$ cat config.mk
export PLATFORM = sky130hd
export DESIGN_NAME = ps2_scancode_rx
export DESIGN_NICKNAME = d
export VERILOG_FILES = /design/src/rtl/ps2_scancode_rx.sv
export SDC_FILE = /design/constraint.sdc
export NUM_CORES = 1
export LEC_CHECK = 0
export CAP_MARGIN = 10
export CORE_ASPECT_RATIO = 1.1
export CORE_MARGIN = 10
export CORE_UTILIZATION = 50
export CTS_CLUSTER_DIAMETER = 50
export DETAILED_ROUTE_END_ITERATION = 10
export PLACE_DENSITY = 0.83
export SYNTH_ARGS = -nofsm -noshare
export SYNTH_HDL_FRONTEND = slang
export SYNTH_SLANG_ARGS = --single-unit
$ cat constraint.sdc
create_clock -name clk -period 4.9 [get_ports clk]
set_input_delay 0.98 -clock clk [delete_from_list [all_inputs] [get_ports clk]]
set_output_delay 0.98 -clock clk [all_outputs]
set_load 0.03 [all_outputs]
$ cat src/rtl/ps2_scancode_rx.sv
// PS/2 keyboard receiver: filters the pins, decodes frames and prefixes,
// and holds the last scan code plus the last make code for the hex display.
module ps2_scancode_rx #(
  parameter int FILTER_LEN     = 8,
  parameter int TIMEOUT_CYCLES = 100000
) (
  input  logic       clk,
  input  logic       rst,
  input  logic       ps2_clk,
  input  logic       ps2_dat,
  output logic [7:0] code_out,
  output logic       code_valid,
  output logic       is_ext,
  output logic       is_break,
  output logic       frame_err,
  output logic [3:0] hex_hi,
  output logic [3:0] hex_lo
);

  localparam int FW = $clog2(FILTER_LEN + 1);
  localparam int TW = $clog2(TIMEOUT_CYCLES + 1);

  typedef enum logic [1:0] {
    IDLE,
    DATA,
    PARITY,
    STOP
  } state_t;

  logic          clk_s1, clk_s2;
  logic          dat_s1, dat_s2;
  logic          filt, filt_d;
  logic [FW-1:0] flt_cnt;
  logic          fall;

  state_t        state, state_n;
  logic [2:0]    bit_cnt, bit_cnt_n;
  logic [7:0]    shreg, shreg_n;
  logic          par_q, par_n;
  logic [TW-1:0] to_cnt;
  logic          frame_ok, frame_bad, timeout;

  logic          ext_pend, brk_pend;

  // Two-flop synchronisers; reset to the idle (high) bus level.
  always_ff @(posedge clk) begin
    if (rst) begin
      clk_s1 <= 1'b1;
      clk_s2 <= 1'b1;
      dat_s1 <= 1'b1;
      dat_s2 <= 1'b1;
    end else begin
      clk_s1 <= ps2_clk;
      clk_s2 <= clk_s1;
      dat_s1 <= ps2_dat;
      dat_s2 <= dat_s1;
    end
  end

  // Clock glitch filter: a new level must persist FILTER_LEN samples.
  always_ff @(posedge clk) begin
    if (rst) begin
      filt    <= 1'b1;
      filt_d  <= 1'b1;
      flt_cnt <= '0;
    end else begin
      filt_d <= filt;
      if (clk_s2 == filt) begin
        flt_cnt <= '0;
      end else if (flt_cnt == FW'(FILTER_LEN - 1)) begin
        filt    <= clk_s2;
        flt_cnt <= '0;
      end else begin
        flt_cnt <= flt_cnt + 1'b1;
      end
    end
  end

  assign fall = filt_d & ~filt;

  // Frame state register and bit storage.
  always_ff @(posedge clk) begin
    if (rst) begin
      state   <= IDLE;
      bit_cnt <= '0;
      shreg   <= '0;
      par_q   <= 1'b0;
    end else begin
      state   <= state_n;
      bit_cnt <= bit_cnt_n;
      shreg   <= shreg_n;
      par_q   <= par_n;
    end
  end

  // Gap watchdog: reloads on every fall, idles at zero in IDLE.
  always_ff @(posedge clk) begin
    if (rst || fall || state == IDLE) begin
      to_cnt <= '0;
    end else begin
      to_cnt <= to_cnt + 1'b1;
    end
  end

  // Next-state logic; a fall takes priority over the watchdog.
  always_comb begin
    state_n   = state;
    bit_cnt_n = bit_cnt;
    shreg_n   = shreg;
    par_n     = par_q;
    frame_ok  = 1'b0;
    frame_bad = 1'b0;
    timeout   = 1'b0;
    if (fall) begin
      unique case (state)
        IDLE: begin
          if (!dat_s2) begin
            state_n   = DATA;
            bit_cnt_n = '0;
          end
        end
        DATA: begin
          shreg_n   = {dat_s2, shreg[7:1]};
          bit_cnt_n = bit_cnt + 3'd1;
          if (bit_cnt == 3'd7) begin
            state_n = PARITY;
          end
        end
        PARITY: begin
          par_n   = dat_s2;
          state_n = STOP;
        end
        STOP: begin
          state_n = IDLE;
          if ((^{shreg, par_q}) && dat_s2) begin
            frame_ok = 1'b1;
          end else begin
            frame_bad = 1'b1;
          end
        end
        default: state_n = IDLE;
      endcase
    end else if (state != IDLE &&
                 to_cnt == TW'(TIMEOUT_CYCLES - 1)) begin
      timeout = 1'b1;
      state_n = IDLE;
    end
  end

  // Byte handling: prefixes arm flags, other bytes publish a code.
  always_ff @(posedge clk) begin
    if (rst) begin
      code_out   <= '0;
      code_valid <= 1'b0;
      is_ext     <= 1'b0;
      is_break   <= 1'b0;
      frame_err  <= 1'b0;
      hex_hi     <= '0;
      hex_lo     <= '0;
      ext_pend   <= 1'b0;
      brk_pend   <= 1'b0;
    end else begin
      code_valid <= 1'b0;
      frame_err  <= 1'b0;
      if (frame_ok) begin
        if (shreg == 8'hE0) begin
          ext_pend <= 1'b1;
        end else if (shreg == 8'hF0) begin
          brk_pend <= 1'b1;
        end else begin
          code_out   <= shreg;
          code_valid <= 1'b1;
          is_ext     <= ext_pend;
          is_break   <= brk_pend;
          ext_pend   <= 1'b0;
          brk_pend   <= 1'b0;
          if (!brk_pend) begin
            hex_hi <= shreg[7:4];
            hex_lo <= shreg[3:0];
          end
        end
      end else if (frame_bad || timeout) begin
        frame_err <= 1'b1;
        ext_pend  <= 1'b0;
        brk_pend  <= 1'b0;
      end
    end
  end

endmodule
* Yosys cells after proc, flatten, opt, wreduce, memory -nomap -nowiden
Cells that the tools add are included.
Storage, ports and cells: bits in registers 63, input port bits 4, output and inout port bits 20, logic and storage cells 92
Operators by class: add/subtract/negate cells 3, equal/unequal tests 14, muxes and demuxes 24, bitwise gates (word level) 7, reductions and logical operators 23
Operators with widths (number):
- $add 17x1->17 const B | 1
- $eq 17x17->1 const B | 1
- $mux 1 | 17
- $eq 8x8->1 const B | 2
- $reduce_and 2->1 | 5
- $ne 3x3->1 const B | 3
- $reduce_and 3->1 | 3
- $reduce_xor 9->1 | 1
- $mux 2 | 4
- $pmux 2 s4 | 1
- $reduce_bool 2->1 | 4
- $not 1->1 | 6
- $pmux 3 s2 | 1
- $reduce_or 3->1 | 2
- $add 4x1->4 const B | 1
- $eq 2x2->1 const B | 2
- $eq 4x3->1 const B | 1
- $ne 2x2->1 const B | 2
- $reduce_and 4->1 | 1
- $add 3x1->3 const B | 1
- $eq 3x3->1 const B | 1
- $logic_or 1x1->1 | 3
- $mux 3 | 1
- $eq 2x1->1 const B | 1
- other kinds (5) | 6

* Logic depth before layout (Yosys ltp)
depth in word-level cells 8, mapped depth 7, depth with buffers taken out 6

* Least setup slack after synthesis
OpenSTA, ideal clock, no wires.
path type input to register, start point input rst, end point register to_cnt[10], arrival 1.878 ns, data required time 4.772 ns, setup slack 2.894 ns, cell stages on the path 5, path buffers 3, cell sequence clkbuf_1 > or3_1 > clkbuf_1 > clkbuf_1 > nor2_1
Between the ends: longest elaborated chain between the ends 2
Ends and longest elaborated chain:
- start, declared | RTL line 8 | input logic rst,
- $logic_or 1x1->1 (2 in a row) | RTL line 98 | if (rst || fall || state == IDLE) begin
- end signal, assigned | RTL line 101 | to_cnt <= to_cnt + 1'b1;
- end, declared | RTL line 40 | logic [TW-1:0] to_cnt;
No other way between the ends. A chain may end at the register's enable or synchronous reset.

* Final worst setup path
start point register code_out[0], end point output code_out[0]
RTL lines:
- start, declared | RTL line 11 | output logic [7:0] code_out,
- start signal, assigned | RTL line 171 | code_out <= shreg;
No word-level cell between the ends.

==> flow_summary_export.csv <==
group,metric,value,unit
worst_setup_path,critPathBufInv,1,
worst_setup_path,reg2regPathDepth,5,
timing,worst_pin_slew,1009,ps
min_path,hp-class,"reg2reg",
power,intPower,0.8607,mW
worst_setup_path,critPathSlowestCell,"clkdlybuf4s50_1",
run,maxCapViolCount,0,
min_path,hold_end,"clk_s2",
grt,grt_pass1_wl,8894,microns
synthesis,synth_warnings,0,
floorplanning,die_y,97.47,microns
floorplanning,ios,24,
clock_tree,clock_latency,340,ps
worst_setup_path,arrival,1350,ps
placed_design,gp_congestion,0.7956,
layout,multi_input_area,1368,sq um
placed_design,place_area,3009,sq um
layout,final_common_cell,"dfxtp_1",
timing,rsz0062_at_grt,"false",
timing,finalSetupViolCount,0,
power,switching_share,18.73,%
worst_setup_path,critPathMaxFanout,2,
route,dr.pass1.iters,4,
power,total_power,1.059,mW
power,vdd_drop_max,0.0001402,V
route,via_count,2056,
synthesis,ys_seq_area_share,46.24,%
layout,nFillCells,452,
clock_tree,cts.sinks,63,
layout,regArea,1261,sq um
power,p_comb_share,1.2,%
grt,gr-usage-all-layers,12.19,%
floorplanning,start_util,51.22,%
timing,post-route-min-period,2329,ps
power,power_frac_seq,48.6,%
grt,grt_overflow,0,
outcome,status,"finished clean",
worst_setup_path,regToRegEndpoint,"state[0]",
worst_setup_path,rr_startpoint,"filt",
clock_tree,path_clk_slew,70,ps
worst_setup_path,worst-setup-path-type,"reg2out",
synthesis,avgSynthCellArea,9.153,sq um
layout,syn_to_final_growth,19.22,%
clock_tree,cts_hold_buf,0,
worst_setup_path,worstPathRequired,3920,ps
placed_design,dp.cells,385,
layout,final_cell_mix,"dfxtp_1 (63), nand2_1 (40), nor2_1 (31)",
clock_tree,post_cts_resize_count,0,
floorplanning,rows,28,
worst_setup_path,critical-path-max-stage-delay,680,ps
worst_setup_path,critPathTopFamily,"buffers and inverters",
timing,setup_slack,2571,ps
placed_design,portBuffers,23,
timing,finClkSkew,6.267,ps
placed_design,dp.final_hpwl,3609,microns
route,avgViaCountPerCell,5.127,
grt,grt_pass1_vias,2018,
min_path,hold_start,"clk_s1",
worst_setup_path,cp_cell_sequence,"clkdlybuf4s50_1",
synthesis,synth_cell_type_count,44,
timing,whs,406.2,ps
clock_tree,max-clock-path-buffers,2,
timing,hold_viol,0,
clock_tree,cts_root_buf,"clkbuf_8",
clock_tree,numCtsBuffers,9,
synthesis,synth_top_area_share,46.24,%
route,route.detailed.drc,0,
timing,period_share,47.54,%
clock_tree,cts_setup_buffers,0,
layout,instances_no_fill,401,
synthesis,synth_nets,310,
timing,finalSetupTns,0,ps
grt,grt_max_degree,36,
worst_setup_path,crit_path_end_kind,"output port",
min_path,min_path_cells,1,
power,power_density,325.7,nW/um^2
clock_tree,h-tree-depth,3,
floorplanning,core_area,5325,sq um
worst_setup_path,cp.depth,1,
synthesis,syn_inst,298,
layout,final_nets,333,
power,switchingPower,0.1984,mW
synthesis,yosys.area.top_type,"dfxtp_1",
route,wl_per_cell,12.96,microns
worst_setup_path,rrSetupSlack,2600,ps
layout,diodes,0,
route,drt_iter0_markers,129,
synthesis,ys_top_cells_by_area,"dfxtp_1 (46%), mux2i_1 (6.2%), nand2_1 (5.5%)",
timing,slew_headroom,32.61,%
timing,slew_viol_final,0,
power,clkPwrFrac,50.2,%
floorplanning,die-area,8813,sq um
route,drt_wl_total,5195,microns
floorplanning,die_w,90.42,microns
clock_tree,tritoncts,"done",
power,p_leak,1.141,nW
layout,utilization,61.07,%
synthesis,syn_area,2728,sq um
layout,stdcell_area,3252,sq um
timing,fmax,429.3,MHz
route,ant_nets,0,
placed_design,pre_cts_ws,2306,ps
worst_setup_path,worst_setup_path_start_kind,"flop",
layout,drive_above_1_share,8.896,%
synthesis,ys_ff_latch,63,
grt,antenna_found_initial,0,
-- flip-flops by register name, summed over array words and instances (netlist names), 2 cells and up --
name      cells
bit_cnt       3
hex_hi        4
flt_cnt       4
code_out      8
shreg         8
state         2
to_cnt       17
hex_lo        4
-- area by class of cell --
type,instances,area share [%]
multi-input combinational,211,42.05
sequential,63,38.78
timing repair buffer,25,7.541
clock buffer,14,5.618
tap,75,2.886
clock inverter,2,1.847
inverter,11,1.270
-- worst max path at each step --
stage / start / slack (ps) / end
floorplan: rst / 2890 / to_cnt[10]
global placement: rst / 2350 / ext_pend
detailed placement: rst / 2310 / ext_pend
CTS: code_out[0] / 2540 / code_out[0]
global route: filt / 2360 / code_out[5]
finish: code_out[0] / 2570 / code_out[0]
-- cells in the mapped netlist --
cell	count
xnor2_1	11
a2111oi_0	1
a32oi_1	2
xnor2_2	1
or2_2	5
or2_1	1
dfxtp_1	63
xor3_1	1
mux2i_4	1
clkbuf_1	11
inv_2	1
xnor3_1	1
and2_1	2
a2111oi_2	2
nor4_1	3
a41o_1	1
nand4_1	2
a21oi_1	17
or3_1	8
or4b_1	1
and4bb_2	1
o21ai_1	4
o21ai_0	7
nor2_1	31
nand2b_1	1
nand4bb_1	1
or4_1	2
xor2_1	6
a22oi_1	1
nand3_1	17
buf_6	1
nor2b_1	1
a21boi_1	1
ha_1	8
a31oi_1	1
buf_2	1
nand3b_1	2
nand2_1	40
nor3_1	6
xnor3_2	1
mux2i_1	17
inv_1	10
o31ai_1	1
nor3b_1	2
-- power groups by stage --
| stage | sequential [mW] | combinational, mW | clock (mW) |
|---|---|---|---|
| final | 0.515 | 0.0123 | 0.532 |
| after global routing | 0.515 | 0.0136 | 0.564 |
| after CTS | 0.515 | 0.0124 | 0.540 |
| after detailed placement | 0.526 | 0.0122 | 0 |
| after global placement | 0.526 | 0.0119 | 0 |
| after floorplan | 0.526 | 0.00849 | 0 |
-- layer usage --
| layer | vias to the layer above | wire, microns | GRT usage, % |
|---|---|---|---|
| met5 | - | 0 | 0 |
| met4 | 0 | 140 | 8.211 |
| met3 | 12 | 273 | 4.096 |
| met2 | 32 | 2590 | 20.81 |
| met1 | 944 | 2191 | 12.36 |
| li1 | 1068 | - | - |
-- cells by family after synthesis --
family	count (synthesis)	share of synthesized area, %
mux	18	7.064
buf+inv	24	3.624
compound gates	38	8.624
simple gates	126	22.16
flops	63	46.24
xor+xnor	21	8.624
fa+ha+maj	8	3.670
Power figures use the tool's default switching activity.
